`src/rtl/stopwatch_bcd.sv`:
```
// SS.cc stopwatch timebase driving a 4-digit packed-BCD display word.
// Three debounced buttons (start/stop, lap, clear) are synchronized and edge-detected.
module stopwatch_bcd #(
    parameter int unsigned TICK_DIV = 1250000
) (
    input  logic        clk,
    input  logic        reset_n,
    input  logic        btn_start,
    input  logic        btn_lap,
    input  logic        btn_clear,
    output logic [15:0] value,
    output logic        running,
    output logic        lap_active
);

    localparam int unsigned DivW = $clog2(TICK_DIV);
    localparam logic [DivW-1:0] DivMax = DivW'(TICK_DIV - 1);

    typedef enum logic [1:0] {
        StIdle  = 2'd0,
        StRun   = 2'd1,
        StPause = 2'd2
    } state_e;

    // Button vectors are packed {clear, lap, start}.
    logic [2:0] btn_raw;
    logic [2:0] sync1_q, sync2_q, sync3_q;
    logic [2:0] press_d, press_q;

    state_e state_q, state_d;

    logic [DivW-1:0] div_cnt_q, div_cnt_d;
    logic [3:0]      cs_ones_q, cs_ones_d;
    logic [3:0]      cs_tens_q, cs_tens_d;
    logic [3:0]      sec_ones_q, sec_ones_d;
    logic [3:0]      sec_tens_q, sec_tens_d;
    logic [15:0]     lap_reg_q, lap_reg_d;
    logic            lap_active_q, lap_active_d;
    logic [15:0]     value_q, value_d;

    logic [15:0] live;
    logic        tick;
    logic        do_start, do_lap, do_clear;
    logic        enter_idle;

    assign btn_raw = {btn_clear, btn_lap, btn_start};
    assign press_d = sync2_q & ~sync3_q;
    assign live    = {sec_tens_q, sec_ones_q, cs_tens_q, cs_ones_q};

    // Only the highest-priority press in a cycle is acted on; the rest are dropped.
    assign do_clear = press_q[2];
    assign do_start = press_q[0] & ~press_q[2];
    assign do_lap   = press_q[1] & ~press_q[0] & ~press_q[2];

    assign enter_idle = (state_q != StIdle) && (state_d == StIdle);
    assign tick       = (state_q == StRun) && (div_cnt_q == DivMax);

    always_comb begin
        state_d      = state_q;
        lap_active_d = lap_active_q;
        lap_reg_d    = lap_reg_q;
        unique case (state_q)
            StIdle: begin
                if (do_start) begin
                    state_d = StRun;
                end
            end
            StRun: begin
                if (do_start) begin
                    state_d = StPause;
                end else if (do_lap) begin
                    if (lap_active_q) begin
                        lap_active_d = 1'b0;
                    end else begin
                        // Capture pre-tick count; a coincident tick only lands in live.
                        lap_active_d = 1'b1;
                        lap_reg_d    = live;
                    end
                end
            end
            StPause: begin
                if (do_clear) begin
                    state_d      = StIdle;
                    lap_active_d = 1'b0;
                end else if (do_start) begin
                    state_d = StRun;
                end else if (do_lap) begin
                    lap_active_d = 1'b0;
                end
            end
            default: begin
                state_d      = StIdle;
                lap_active_d = 1'b0;
            end
        endcase
    end

    // Prescaler holds in PAUSE so a partial centisecond survives a stop/start.
    always_comb begin
        div_cnt_d = div_cnt_q;
        if (enter_idle) begin
            div_cnt_d = '0;
        end else if (state_q == StRun) begin
            div_cnt_d = tick ? '0 : div_cnt_q + 1'b1;
        end
    end

    always_comb begin
        cs_ones_d  = cs_ones_q;
        cs_tens_d  = cs_tens_q;
        sec_ones_d = sec_ones_q;
        sec_tens_d = sec_tens_q;
        if (enter_idle) begin
            cs_ones_d  = '0;
            cs_tens_d  = '0;
            sec_ones_d = '0;
            sec_tens_d = '0;
        end else if (tick) begin
            if (cs_ones_q == 4'd9) begin
                cs_ones_d = '0;
                if (cs_tens_q == 4'd9) begin
                    cs_tens_d = '0;
                    if (sec_ones_q == 4'd9) begin
                        sec_ones_d = '0;
                        sec_tens_d = (sec_tens_q == 4'd5) ? 4'd0 : sec_tens_q + 4'd1;
                    end else begin
                        sec_ones_d = sec_ones_q + 4'd1;
                    end
                end else begin
                    cs_tens_d = cs_tens_q + 4'd1;
                end
            end else begin
                cs_ones_d = cs_ones_q + 4'd1;
            end
        end
    end

    always_comb begin
        value_d = lap_active_q ? lap_reg_q : live;
    end

    always_ff @(posedge clk or negedge reset_n) begin
        if (!reset_n) begin
            sync1_q      <= '0;
            sync2_q      <= '0;
            sync3_q      <= '0;
            press_q      <= '0;
            state_q      <= StIdle;
            div_cnt_q    <= '0;
            cs_ones_q    <= '0;
            cs_tens_q    <= '0;
            sec_ones_q   <= '0;
            sec_tens_q   <= '0;
            lap_reg_q    <= '0;
            lap_active_q <= 1'b0;
            value_q      <= '0;
        end else begin
            sync1_q      <= btn_raw;
            sync2_q      <= sync1_q;
            sync3_q      <= sync2_q;
            press_q      <= press_d;
            state_q      <= state_d;
            div_cnt_q    <= div_cnt_d;
            cs_ones_q    <= cs_ones_d;
            cs_tens_q    <= cs_tens_d;
            sec_ones_q   <= sec_ones_d;
            sec_tens_q   <= sec_tens_d;
            lap_reg_q    <= lap_reg_d;
            lap_active_q <= lap_active_d;
            value_q      <= value_d;
        end
    end

    assign value      = value_q;
    assign running    = (state_q == StRun);
    assign lap_active = lap_active_q;

endmodule

```
`config.mk`:
```
export PLATFORM = sky130hd
export DESIGN_NAME = stopwatch_bcd
export DESIGN_NICKNAME = d
export VERILOG_FILES = /design/src/rtl/stopwatch_bcd.sv
export SDC_FILE = /design/constraint.sdc
export NUM_CORES = 1
export LEC_CHECK = 0
export ABC_AREA = 0
export BUFFER_PORTS_ARGS = -buffer_cell sky130_fd_sc_hd__buf_2
export CORE_MARGIN = 5
export CORE_UTILIZATION = 40
export CTS_BUF_LIST = sky130_fd_sc_hd__clkbuf_8
export DETAILED_ROUTE_END_ITERATION = 6
export GPL_TIMING_DRIVEN = 0
export PLACE_DENSITY_LB_ADDON = 0.3
export SLEW_MARGIN = 30
export SYNTH_ARGS = -nofsm -noshare
export SYNTH_HDL_FRONTEND = slang
export SYNTH_SLANG_ARGS = --single-unit
export TNS_END_PERCENT = 1
```
`constraint.sdc`:
```
create_clock -name clk -period 5.6 [get_ports clk]
set_input_delay 0.56 -clock clk [delete_from_list [all_inputs] [get_ports clk]]
set_output_delay 0.56 -clock clk [all_outputs]
set_load 0.02 [all_outputs]
```
# Word level (Yosys, flattened, before mapping)
# Cells that the tools add are included.
dict set report classes {
  addsub 5
  eq_ne 11
  mux 33
  bitwise_logic 9
  n_reduce_logical 15
}
# cell n
set ops {}
lappend ops {{$mux 4} 18}
lappend ops {{$mux 21} 3}
lappend ops {{$add 21x1->21 const B} 1}
lappend ops {{$eq 21x21->1 const B} 1}
lappend ops {{$add 4x1->4 const B} 4}
lappend ops {{$mux 16} 1}
lappend ops {{$eq 4x4->1 const B} 3}
lappend ops {{$reduce_bool 2->1} 6}
lappend ops {{$mux 1} 6}
lappend ops {{$mux 2} 3}
lappend ops {{$ne 3x3->1 const B} 2}
lappend ops {{$pmux 2 s3} 1}
lappend ops {{$reduce_and 3->1} 2}
lappend ops {{$reduce_and 5->1} 1}
lappend ops {{$eq 4x3->1 const B} 1}
lappend ops {{$logic_not 2->1} 2}
lappend ops {{$not 1->1} 4}
lappend ops {{$reduce_and 4->1} 1}
lappend ops {{$and 1x1->1} 3}
lappend ops {{$and 3x3->3} 1}
lappend ops {{$not 3->3} 1}
lappend ops {{$pmux 1 s3} 1}
lappend ops {{$eq 2x1->1 const B} 1}
lappend ops {{$eq 2x2->1 const B} 1}
lappend ops {{other kinds (4)} 5}
dict set report word_totals {
  reg_bits 84
  out_inout_bits 18
  word_cells 86
}

# Depth between registers and ports, before layout
dict set report depth {
  ltp_word 9
  ltp_mapped 9
  mapped_depth_nobuf 7
}

# Least setup slack after synthesis
# OpenSTA, ideal clock, no wires.
dict set report synth_timing {
  kind {register to register}
  from {register div_cnt_q[15]}
  to {register div_cnt_q[19]}
  arrival_time_ps 1886
  required_time_ps 5481
  slack_ps 3595
  stages_incl_launch_ff 9
  path_cell_list {dfrtp_1 > or4_4 > nor4_4 > and2_1 > buf_6 > or2_1 > buf_6 > buf_6 > nor2_1}
}
dict set report synth_between {
  elab_chain_len 5
  word_cells_on_any_way 6
  cone_classes {add/sub: 1; eq/ne: 1; mux: 3; reduce/logical: 1}
}
# element line_no
set synth_rtl {}
lappend synth_rtl {{start, declared} 32} ;# logic [DivW-1:0] div_cnt_q, div_cnt_d;
lappend synth_rtl {{start signal, assigned} 163} ;# div_cnt_q <= div_cnt_d;
lappend synth_rtl {{parallel branches: the longest is 2 deep, another holds $add 21x1->21} -}
lappend synth_rtl {{$mux 21 (*)} 104} ;# div_cnt_d = tick ? '0 : div_cnt_q + 1'b1;
lappend synth_rtl {{$mux 21 (*)} 103} ;# end else if (state_q == StRun) begin
lappend synth_rtl {{$mux 21 (*)} 101} ;# if (enter_idle) begin
# Mark *: on every way between the ends. The select of a mux whose other input is x is not followed.
# A chain may end at the register's enable or synchronous reset.

# Worst setup path after layout
dict set report layout_timing {
  from {register div_cnt_q[0]}
  to {register sec_tens_q[0]}
}
dict set report layout_between {
  elab_chain_len 4
}
# element line_no
set layout_rtl {}
lappend layout_rtl {{$eq 21x21->1} 56} ;# assign tick = (state_q == StRun) && (div_cnt_q == DivMax);
lappend layout_rtl {{$logic_and 1x1->1} 56}
lappend layout_rtl {{$reduce_bool 2->1 (no source line)} -}
lappend layout_rtl {{$reduce_and 4->1 (no source line)} -}
lappend layout_rtl {{end signal, assigned} 167} ;# sec_tens_q <= sec_tens_d;
lappend layout_rtl {{end, declared} 36} ;# logic [3:0] sec_tens_q, sec_tens_d;
# No other way between the ends.

==> metrics.txt <==
slowest stage delay, CP=0.71 ns; Die X=around 110 um; Slew HR=around 41%; EDFF count, synth=0; Arr. time, crit path=approximately 2.9 ns; Yosys top cell by area=dfrtp_1; setup_tns=0 ns; Max Clk Rate=approximately 390 MHz; clk slew on worst S/H paths=~0.080 ns; vias in the first global route=2463; Final nets=between 300 and 400; worst slew pin tran=between 0.8 and 0.9 ns; Tmin final=2.58 ns; max capacitance violation total=0; WS Path Type=flip-flop to flip-flop; kind of end point of the critical path=flip-flop; grt total ovfl=0; final setup fails=0; worst reg-to-reg setup slack=around 3.0 ns; CTS resizes=0; CP most frequent cell=nand3_1; Routed WL=about 6.9 mm; TritonRoute pass-1 iters=4; cts bufs inserted=9; largest net degree at the start of global routing=between 40 and 50; largest cells by area after synthesis=dfrtp_1 56%, mux2_2 8.4%, nor2_1 3.6%; Hold Vio Cnt, Final=0; CTS tree=built; Antenna Cells=0; Clk Latency, worst-skew pair=0.36 ns; final hold slack=0.101 ns; post-synthesis async set-or-reset flop share=100%; crit path cell chain=ha_1 > nand3_1 > nor4_1 > nand3_1 > or3_1 > o21ai_0; worst min-delay path category=input pin to async pin; I/O pin count=23; Row Count=35; Max H-tree Level=3; final instance area=4200 um^2; RSZ-0062 raised after global routing=no; Sink Count=84; Hold Buf Count CTS=0; Initial Utilization=40.7%; Synth top area share=a little under three fifths; CTS Buffer Depth=2; port buffer count=22; WP buf/inv=0; DRT iter0 DRCs=92; Critical Path RT=5.87 ns; top-count cell post-synth=dfrtp_1; Crit-path slowest cell=nor4_1; #FFs+latches synth=84; synthesized area=between 3000 and 4000 um^2; layout cells sized above 1=23.5%; crit-path max FO=6; static leakage=2.03 nW; vias per cell=5.30; Area Growth Syn to Fin=12.0%; PD cells=286 nW/um^2; die area=roughly 11000 um^2; max-slew violations=0; global-route wire length before repair=12.0 mm; initial antenna violation count=0; FF-to-FF path depth=6; vias=2526; final antenna-violating net count=0; sequential fraction of the synthesis area=56.1%; DP Area=4020 um^2; clk root buf=clkbuf_8; Layout fillers=874; Primary FF master, synth=dfrtp_1; GPL Wtd Cong=0.824; reg2reg end=sec_tens_q[0]$_DFFE_PN0P_; final HPWL from detailed placement=4.76 mm; Mapped Nets=~340; Synth warnings=0; Post-route DRC=0; Setup crit start kind=flip-flop; CP top delay family=simple AND/OR/NAND/NOR gates; Mapped Avg Cell Area=approximately 11 um^2; synthesized instance count=between 300 and 400; Worst Clk Skew=0.0106 ns; worst reg2reg path startpoint=div_cnt_q[0]$_DFFE_PN0P_; synth cell count leaders=84 x dfrtp_1, 36 x nor2_1, 28 x mux2_2; Tot GR Track Use=between 10% and 20%; synth unique cells=48; VDD IR max=a little over 0.0001 V; # Post-CTS Setup Buffers=0; Final period util=a little under half; post-DR wirelength/cell=14.5 um; Core ar.=between 9000 and 10000 um^2; die height=107 um; status=completed
[cell families (layout without fill, tap and decap cells)]
| group | after synthesis | in the layout | share of synthesized area (%) |
|---|---|---|---|
| compound gates | 42 | 42 | 7.32 |
| xor+xnor | 17 | 17 | 3.98 |
| fa+ha+maj | 9 | 9 | 3.01 |
| buf+inv | 22 | 61 | 3.01 |
| flops | 84 | 84 | 56.1 |
| mux | 32 | 32 | 9.49 |
| simple gates | 121 | 121 | 17.1 |
[worst reg2reg max path, delay by kind of cell, from the launching register on]
| kind | cells | cell delay (ns) |
|---|---|---|
| simple gates | 4 | 1.78 |
| flops | 1 | 0.43 |
| fa+ha+maj | 1 | 0.21 |
| compound gates | 1 | 0.07 |
[flip-flops by register name, indices dropped and copies added, names as in the netlist]
| name | count |
|---|---|
| value | 16 |
| cs_ones_q | 4 |
| lap_active | 1 |
| state_q | 2 |
| sec_ones_q | 4 |
| sec_tens_q | 4 |
| lap_reg_q | 16 |
| div_cnt_q | 21 |
| sync1_q | 3 |
| press_q | 3 |
| sync2_q | 3 |
| cs_tens_q | 4 |
| sync3_q | 3 |
[power by group]
part | internal [mW] | total, mW | leakage (nW) | switching, mW
Combinational | 0.0601 | 0.166 | 0.801 | 0.106
Sequential | 0.632 | 0.658 | 1.14 | 0.0255
Clock | 0.168 | 0.374 | 0.0930 | 0.206
[placed cells by master, fill, tap and decap left out, types with 2 or more instances in the layout]
cell type / instances
nand4b_1: 2
nand2_1: 26
and3_1: 2
ha_1: 9
nor4_1: 4
a211o_1: 2
o21ai_0: 17
buf_2: 27
a21oi_1: 8
mux2i_1: 4
nor3_1: 4
nor2_1: 36
and3b_1: 2
clkbuf_1: 4
nand3_1: 11
nand4_1: 6
nand2b_1: 3
a31o_2: 5
dfrtp_1: 84
clkinv_2: 4
and4_1: 2
inv_1: 9
clkbuf_8: 10
xnor2_1: 6
buf_6: 4
o211ai_1: 2
mux2_2: 28
nor2b_1: 5
xor2_1: 11
nand3b_1: 4
and2_1: 3
[final cells by class]
cell class                 count  area [um^2]  area share [%]
multi-input combinational    221         1540            36.6
clock inverter                 6         31.3           0.746
clock buffer                  10          138            3.28
sequential                    84         2100            50.1
inverter                       8         30.0           0.716
timing repair buffer          23          136            3.25
buffer                        14         82.6            1.97
tap                          111          139            3.31
[stage by stage]
stage               std cells  setup WS (ns)  total power [mW]  util [%]
floorplan                 327           3.60             0.778         -
global placement          460           3.14             0.832      43.4
detailed placement        461           3.15             0.839      43.7
CTS                       477           3.08              1.22      45.6
global route              477           2.86              1.27      45.6
finish                    477           3.02              1.20      45.6
[worst max-delay path by stage]
stage,from,endpoint,slack (ns),cells after the start
2_1_floorplan,div_cnt_q[15]$_DFFE_PN0P_,div_cnt_q[19]$_DFFE_PN0P_,3.60,8
3_5_place_dp,div_cnt_q[0]$_DFFE_PN0P_,sec_tens_q[0]$_DFFE_PN0P_,3.15,6
3_3_place_gp,div_cnt_q[0]$_DFFE_PN0P_,sec_tens_q[0]$_DFFE_PN0P_,3.14,6
4_1_cts,div_cnt_q[0]$_DFFE_PN0P_,sec_tens_q[0]$_DFFE_PN0P_,3.08,6
5_1_grt,div_cnt_q[0]$_DFFE_PN0P_,sec_tens_q[0]$_DFFE_PN0P_,2.86,6
6_report,div_cnt_q[0]$_DFFE_PN0P_,sec_tens_q[0]$_DFFE_PN0P_,3.02,6
[metal layers]
metal	vias up	GRT usage, %	wire [um]
met1	1272	18.3	3350
met2	37	19.8	3150
li1	1208	-	-
met5	-	0	0
met4	0	5.75	123
met3	9	2.95	268
Power figures use the tool's default switching activity.
